File: src/rtl/sec_loc_pkg.sv
// Shared types and H-matrix column lookup for the 28b SEC location decoder.
package sec_loc_pkg;
  localparam int D_BITS   = 28;
  localparam int C_BITS   = 8;
  localparam int W_BITS   = D_BITS + C_BITS;
  localparam int N_BITS   = D_BITS + 1;
  localparam int IDX_BITS = 6;

  typedef enum logic [1:0] {IDLE, SYND, SEARCH, DONE} state_t;

  // Data columns carry a 3'b111 tag so they never alias a unit check column.
  function automatic logic [C_BITS-1:0] col(input logic [IDX_BITS-1:0] idx);
    logic [C_BITS-1:0] c;
    if (idx < IDX_BITS'(D_BITS)) c = {3'b111, idx[4:0]};
    else                         c = C_BITS'(1) << (idx - IDX_BITS'(D_BITS));
    return c;
  endfunction
endpackage

File: src/rtl/sec_loc_syndrome.sv
// Combinational syndrome of a 36b codeword: check bits XOR the H columns of all set data bits.
module sec_loc_syndrome
  import sec_loc_pkg::*;
(
  input  logic [W_BITS-1:0] w,
  output logic [C_BITS-1:0] s
);
  always_comb begin
    s = w[W_BITS-1:D_BITS];
    for (int j = 0; j < D_BITS; j++) begin
      if (w[j]) s = s ^ col(IDX_BITS'(j));
    end
  end
endmodule

File: src/rtl/sec_decoder_location_28b.sv
// SEC decoder: syndrome then location search (one column per cycle, or all at once under SEC_LOC_PARALLEL_EN).
// Latency 3..39 cycles from a W change to found (3 fixed when parallel); a W change restarts the decode.
module sec_decoder_location_28b
  import sec_loc_pkg::*;
(
  input  logic                clk,
  input  logic                rst_n,
  input  logic [W_BITS-1:0]   W,
  output logic [N_BITS-1:0]   N,
  output logic                found
);
  state_t                state, state_nxt;
  logic [W_BITS-1:0]     w_q;
  logic [C_BITS-1:0]     s_q, s_nxt, syn;
  logic [IDX_BITS-1:0]   idx, idx_nxt;
  logic                  first, first_nxt;
  logic                  found_nxt;
  logic [N_BITS-1:0]     n_nxt;
  logic [D_BITS-1:0]     seq_flip;

  sec_loc_syndrome u_syndrome (
    .w (w_q),
    .s (syn)
  );

  assign seq_flip = (idx < IDX_BITS'(D_BITS)) ? (D_BITS'(1) << idx) : '0;

`ifdef SEC_LOC_PARALLEL_EN
  logic              par_hit;
  logic [D_BITS-1:0] par_flip;

  always_comb begin
    par_hit  = 1'b0;
    par_flip = '0;
    for (int i = 0; i < W_BITS; i++) begin
      if (syn == col(IDX_BITS'(i))) begin
        par_hit = 1'b1;
        if (i < D_BITS) par_flip = D_BITS'(1) << i;
      end
    end
  end
`endif

  always_comb begin
    state_nxt = state;
    n_nxt     = N;
    found_nxt = found;
    idx_nxt   = idx;
    s_nxt     = s_q;
    first_nxt = first;
    // Any change of W abandons whatever decode is in flight.
    if (first || (W != w_q)) begin
      found_nxt = 1'b0;
      first_nxt = 1'b0;
      state_nxt = SYND;
    end else begin
      case (state)
        SYND: begin
          s_nxt = syn;
          if (syn == '0) begin
            n_nxt     = {1'b0, w_q[D_BITS-1:0]};
            state_nxt = DONE;
          end else begin
`ifdef SEC_LOC_PARALLEL_EN
            n_nxt     = par_hit ? {1'b0, w_q[D_BITS-1:0] ^ par_flip}
                                : {1'b1, w_q[D_BITS-1:0]};
            state_nxt = DONE;
`else
            idx_nxt   = '0;
            state_nxt = SEARCH;
`endif
          end
        end
        SEARCH: begin
          if (s_q == col(idx)) begin
            n_nxt     = {1'b0, w_q[D_BITS-1:0] ^ seq_flip};
            state_nxt = DONE;
          end else if (idx == IDX_BITS'(W_BITS - 1)) begin
            n_nxt     = {1'b1, w_q[D_BITS-1:0]};
            state_nxt = DONE;
          end else begin
            idx_nxt = idx + IDX_BITS'(1);
          end
        end
        DONE:    found_nxt = 1'b1;
        default: state_nxt = state;
      endcase
    end
  end

  always_ff @(posedge clk or negedge rst_n) begin
    if (!rst_n) begin
      state <= IDLE;
      w_q   <= '0;
      s_q   <= '0;
      idx   <= '0;
      first <= 1'b1;
      found <= 1'b0;
      N     <= '0;
    end else begin
      state <= state_nxt;
      w_q   <= W;
      s_q   <= s_nxt;
      idx   <= idx_nxt;
      first <= first_nxt;
      found <= found_nxt;
      N     <= n_nxt;
    end
  end
endmodule

File: config.mk
export PLATFORM = sky130hd
export DESIGN_NAME = sec_decoder_location_28b
export DESIGN_NICKNAME = d
export VERILOG_FILES = /design/src/rtl/sec_loc_pkg.sv /design/src/rtl/sec_loc_syndrome.sv /design/src/rtl/sec_decoder_location_28b.sv
export SDC_FILE = /design/constraint.sdc
export NUM_CORES = 1
export LEC_CHECK = 0
export ABC_AREA = 1
export BUFFER_PORTS_ARGS = -buffer_cell sky130_fd_sc_hd__buf_4
export CAP_MARGIN = 40
export CORE_AREA = 5 5 130 132
export CTS_BUF_LIST = sky130_fd_sc_hd__clkbuf_8
export CTS_CLUSTER_DIAMETER = 30
export CTS_CLUSTER_SIZE = 8
export DETAILED_ROUTE_END_ITERATION = 12
export DIE_AREA = 0 0 135 137
export SYNTH_ARGS = -nofsm -noshare
export SYNTH_HDL_FRONTEND = slang
export SYNTH_SLANG_ARGS = --single-unit
File: constraint.sdc
create_clock -name clk -period 5 [get_ports clk]
set_input_delay 0.75 -clock clk [delete_from_list [all_inputs] [get_ports clk]]
set_output_delay 0.75 -clock clk [all_outputs]
set_load 0.05 [all_outputs]
==> results.json, run 1 <==
{
  "status": "complete, no violations",
  "gr-total-overflow": 0,
  "fmaxAchievable_mhz": 267.3,
  "whs_ns": 0.2600,
  "synth_fa_ha_area_share_pct": 1.462,
  "synth_area_leader_cell": "dfrtp_1",
  "hp-class": "in2async",
  "cts_buffers": 9,
  "clkPwrFrac_pct": 29.8,
  "cp_num_buf_inv": 4,
  "clk_pin_slew_ns": 0.10,
  "synth.cell_area_um2": 6845,
  "synth_compound_area_share_pct": 6.269,
  "p_switching_mw": 0.5501,
  "vdd_drop_max_uv": 159.4,
  "setup_violations": 0,
  "rsz0062_at_grt": "no",
  "design_area_um2": 7536,
  "drv_cap": 0,
  "clockBufferDepth": 2,
  "grt_usage_pct": 22.89,
  "ctsHoldBuffers": 0,
  "min_period_ns": 3.742,
  "setup_slack_ns": 1.259,
  "area_growth_pct": 10.09,
  "antenna_left": 0,
  "min_period_over_period_pct": 74.83,
  "yosys_warnings": 0,
  "sw_frac_of_total_pct": 35.37,
  "slowest_stage": "dfrtp_1",
  "skew_ns": 0.01041,
  "p_int_mw": 1.005,
  "slew_headroom_pct": 49.52,
  "cts-root-buf": "clkbuf_8",
  "coreArea_um2": 15600,
  "synthXorXnorAreaFrac_pct": 9.578,
  "cp-end-kind": "register",
  "power.density_nw_per_um2": 206.4,
  "drtPass1Iterations": 5,
  "synth_commonest_cells": "404 x nand2_1, 135 x inv_1, 90 x nand3_1, 82 x dfrtp_1, 50 x xor2_1",
  "route.detailed.wl_per_inst_um": 15.38,
  "routed_wl_um": 20330,
  "crit_fanout": 38,
  "synthCells": 1068,
  "synth-seq-area-share_pct": 30.36,
  "num_antenna_cells": 0,
  "p_seq_share_pct": 47.1,
  "instances_no_fill": 1322,
  "cts_setup_buffers": 0,
  "async_reset_ff_share_pct": 100.0,
  "final-seq-area_um2": 2078,
  "multi_input_comb_area_um2": 3857,
  "synth_top_family_by_area": "simple AND/OR/NAND/NOR gates",
  "cts_tree": "yes",
  "htreeDepth": 3,
  "cp-start-kind": "register",
  "die_height_um": 137,
  "nFillCells": 1654,
  "ys_types": 41,
  "drt_first_iter_violations": 589,
  "hold_viol": 0,
  "vias": 6698,
  "leakagePower_nw": 3.894,
  "gp_congestion": 0.9694,
  "postPlaceCellArea_um2": 7355,
  "start_util_pct": 43.89,
  "antenna_found_initial": 1,
  "grt_pass1_wl_um": 32730,
  "syn_area_per_cell_um2": 6.409,
  "synth-edff-count": 0,
  "crit_type": "reg2reg",
  "path_cells": "inv_1, ha_1, nor2_1, nand3_1, nand2_1, xor2_1, nand3_1, nor2_2, buf_4, nand4_1, nand2_1, inv_1, o21ai_1, inv_2",
  "drive_gt1_share_pct": 11.75,
  "chipWidth_um": 135,
  "dp_hpwl_um": 16050,
  "ys_seq_elements": 83,
  "insertion_delay_ns": 0.39,
  "cts_sinks": 83,
  "grt_max_degree": 59,
  "tightest_slew_ns": 0.7553,
  "slowest_delay_ns": 0.78,
  "synth-simple-area-share_pct": 38.99,
  "port-buffer-count": 67,
  "muxShareOfSynthArea_pct": 0,
  "ys.flop_type": "dfrtp_1",
  "nets": 1147,
  "dpl.cell_count": 1306,
  "required_ns": 5.29,
  "netlist.area_leader.share_pct": 29.98,
  "io_pins": 68,
  "yosysMostFrequentCell": "nand2_1",
  "arrival_ns": 4.03,
  "via_per_inst": 5.067,
  "p_comb_share_pct": 23.0,
  "first_global_vias": 6296,
  "final-max-slew-violation-count": 0,
  "drc_errors": 0,
  "dieArea_um2": 18500,
  "place_ws_ns": 1.297,
  "cts_resized": 0,
  "synth_nets": 1114,
  "tns_ns": 0,
  "synth_area_leaders": "dfrtp_1 30%, nand2_1 22%, inv_1 7.4%",
  "rows": 46,
  "crit_family": "simple AND/OR/NAND/NOR gates"
}
placed cells by master (no fill, tap or decap), types with 5 or more instances in the layout:
cell type,count
nand2_1,404
inv_1,135
nand3_1,90
dfrtp_1,82
buf_4,72
xor2_1,50
nor2_1,35
nand4_1,31
o21ai_0,28
xnor2_1,23
inv_2,22
o21ai_1,22
nor3_1,19
nor4_1,11
nand3b_1,9
o21a_1,9
clkbuf_8,9
ha_1,8
o22ai_1,5
flip-flops by register name (all words and copies together) (netlist names):
register / count
s_q: 8
found: 1
first: 1
state: 2
idx: 6
w_q: 36
N: 29
through the flow:
step / power [mW] / utilization, %
floorplan: 0.9846 / -
global placement: 1.101 / 47.15
detailed placement: 1.105 / 47.15
CTS: 1.575 / 48.32
global route: 1.654 / 48.32
finish: 1.555 / 48.32
worst register-to-register path: stages, from the launching register on:
cell     delay [ns]
dfrtp_1        0.78
inv_1          0.25
ha_1           0.38
nor2_1         0.25
nand3_1        0.12
nand2_1        0.09
xor2_1         0.20
nand3_1        0.11
nor2_2         0.46
buf_4          0.44
nand4_1        0.13
nand2_1        0.19
inv_1          0.06
o21ai_1        0.15
inv_2          0.03
power groups by stage:
stage	logic [mW]	clock network [mW]	registers, mW
after floorplan	0.278	0	0.706
after global placement	0.356	0	0.746
after detailed placement	0.359	0	0.746
after CTS	0.360	0.482	0.732
after global routing	0.412	0.506	0.735
final	0.358	0.464	0.733
final cells by class:
class                      count  share of cell area, %
clock buffer                   9                  1.644
clock inverter                 7                 0.7637
inverter                     160                  8.069
multi-input combinational    775                  51.19
sequential                    83                  27.58
tap                          216                  3.586
timing repair buffer          72                  7.172
routing by layer:
metal / vias up / wire length, um / GRT usage (%)
li1: 3396 / - / -
met1: 3050 / 9035 / 29.42
met2: 201 / 9360 / 38.02
met3: 49 / 1275 / 4.926
met4: 2 / 649 / 8.455
met5: - / 13 / 0
cell families (layout without fill, tap and decap cells):
group | Yosys count | count (layout)
fa+ha+maj | 8 | 8
buf+inv | 210 | 248
compound gates | 75 | 75
simple gates | 617 | 617
xor+xnor | 74 | 74
other cells | 1 | 1
flops | 83 | 83
worst paths after layout:
check	from	to	slack (ns)	cells after the start
min reg2reg	N[28]	N[28]	0.51	2
max reg2reg	idx[3]	N[27]	1.26	14
max in group asynchronous	rst_n	s_q[0]	3.69	2
max	idx[3]	N[27]	1.26	14
min in group clk	W[29]	w_q[29]	0.47	1
min	rst_n	w_q[13]	0.26	1
(Power assumes the default switching activity.)
==> inputs of run 2 (changes only) <==
Clock period 5 ns to 3.8 ns, I/O delays scaled along.
==> run 2 against run 1 <==
Net effect:
- worst setup slack got worse by 0.66 ns
- first-iteration DRC count rose by 8.8%
- core utilization rose by 0.81 points
- maximum frequency rose by 17%
- via count rose by 0.78%
- critical path depth did not move
- count of clock-buffer cells in the layout did not move
- hold slack got worse by 0.24 ns
- largest power group unchanged
- sequential cell count did not move
==> results.json, run 2 (same netlist as run 1, synthesis figures left out) <==
{
  "status": "complete, no violations",
  "layout_commonest_cell": "nand2_1",
  "slowest_delay_ns": 0.48,
  "cts_buffers": 9,
  "vias": 6750,
  "path_cells": "inv_1, ha_1, nor2_1, nand3_1, nand2_1, xor2_1, nand3_1, nor2_2, buf_4, nand4_1, nand2_1, inv_1, o21ai_1, inv_1",
  "met3_length_um": 1417,
  "setup_violations": 0,
  "post-route-util_pct": 49.13,
  "wl_met1_um": 9222,
  "clk_pin_slew_ns": 0.10,
  "cts_resized": 0,
  "drive_gt1_share_pct": 12.47,
  "leakagePower_nw": 3.977,
  "gr-total-overflow": 0,
  "ctsHoldBuffers": 0,
  "vdd_drop_max_uv": 168.3,
  "nets": 1156,
  "grt_max_degree": 59,
  "drv_cap": 0,
  "drc_errors": 0,
  "route.detailed.wl_per_inst_um": 15.68,
  "min_period_over_period_pct": 84.19,
  "port-buffer-count": 67,
  "fmaxAchievable_mhz": 312.6,
  "wl_met2_um": 9546,
  "area_growth_pct": 11.94,
  "clockBufferDepth": 2,
  "dr.max_layer_used": "met4",
  "routed_wl_um": 20870,
  "cp-end-kind": "register",
  "chipWidth_um": 135,
  "cp-start-kind": "register",
  "dp_hpwl_um": 16260,
  "crit_path_frequent_cell": "inv_1",
  "mostFrequentLayoutCells": "404 x nand2_1, 135 x inv_1, 90 x nand3_1",
  "cts_tree": "yes",
  "top_register": "w_q",
  "via_per_inst": 5.071,
  "skew_ns": 0.01469,
  "arrival_ns": 3.49,
  "power.total_mw": 2.154,
  "nFillCells": 1622,
  "cts_sinks": 83,
  "num_antenna_cells": 0,
  "cts_setup_buffers": 0,
  "hold_viol": 0,
  "slew_headroom_pct": 50.50,
  "antenna_found_initial": 0,
  "coreArea_um2": 15600,
  "min_period_ns": 3.199,
  "dieArea_um2": 18500,
  "drtPass1Iterations": 8,
  "io_pins": 68,
  "final-max-slew-violation-count": 0,
  "power.density_nw_per_um2": 281.2,
  "crit_type": "reg2reg",
  "cts-root-buf": "clkbuf_8",
  "drt_first_iter_violations": 641,
  "largest_reg_flops": 36,
  "grt_pass1_wl_um": 33000,
  "gp_congestion": 0.9688,
  "htreeDepth": 3,
  "instances_no_fill": 1331,
  "top_regs": "w_q x36, N x29, s_q x8",
  "rsz0062_at_grt": "no",
  "crit_fanout": 25,
  "die_height_um": 137,
  "antenna_left": 0,
  "required_ns": 4.09,
  "tightest_slew_ns": 0.7357,
  "start_util_pct": 43.89,
  "insertion_delay_ns": 0.40,
  "dpl.cell_count": 1315,
  "grt_usage_pct": 23.22,
  "slowest_stage": "dfrtp_1",
  "rrSetupSlack_ns": 0.60,
  "tns_ns": 0,
  "rows": 46,
  "hp-class": "in2async",
  "first_global_vias": 6151,
  "whs_ns": 0.02431
}
==> run 2: cell count changes in the layout (fill, tap and decap cells not counted), sizes merged <==
cell,before,now
buf,72,81
bufinv,0,1
clkinv,2,3
clkinvlp,3,0
inv,162,163
==> run 2: final timing paths <==
| kind | from | end | cells past startpoint |
|---|---|---|---|
| min in group clk | W[30] | w_q[30] | 1 |
| worst min register to register | N[28] | N[28] | 2 |
| max in group asynchronous | rst_n | idx[0] | 2 |
| worst min-delay path | rst_n | w_q[14] | 1 |
| worst max register to register | idx[2] | N[23] | 14 |
| worst max-delay path | idx[2] | N[23] | 14 |
==> run 2: power by group <==
part	internal [mW]	total (mW)	switching, mW
sequential	0.902	0.959	0.0563
combinational	0.182	0.487	0.306
clock	0.318	0.709	0.391
total	1.40	2.15	0.753
==> run 2: metrics by stage <==
stage | setup slack, ns | cell area, um^2
after floorplan | 1.025 | 6845
after global placement | 0.7163 | 7427
after detailed placement | 0.6424 | 7455
after CTS | 0.6244 | 7662
after global routing | 0.3103 | 7662
final | 0.6009 | 7662
==> run 2: area by class of cell <==
cell class	count	area, um^2	share of cell area, %
multi-input cells	775	3857	50.34
inverters	160	608.1	7.936
clock buffers	9	123.9	1.617
flip-flops and latches	83	2078	27.12
clock inverters	7	83.83	1.094
repair buffers	81	640.6	8.361
well taps	216	270.3	3.527
==> run 2: worst max-delay path: cells and delay by family (launching register included) <==
family | cells | cell delay (ns)
AND/OR/NAND/NOR | 7 | 1.15
buffers and inverters | 4 | 0.86
flip-flops | 1 | 0.48
adder cells (fa/ha/maj) | 1 | 0.35
XOR/XNOR | 1 | 0.14
AO/OA/AOI/OAI | 1 | 0.12
==> run 2: layer usage <==
metal	GRT usage, %	vias up
li1	-	3418
met1	29.73	3061
met2	38.47	232
met3	4.853	39
met4	9.239	0
met5	0	-
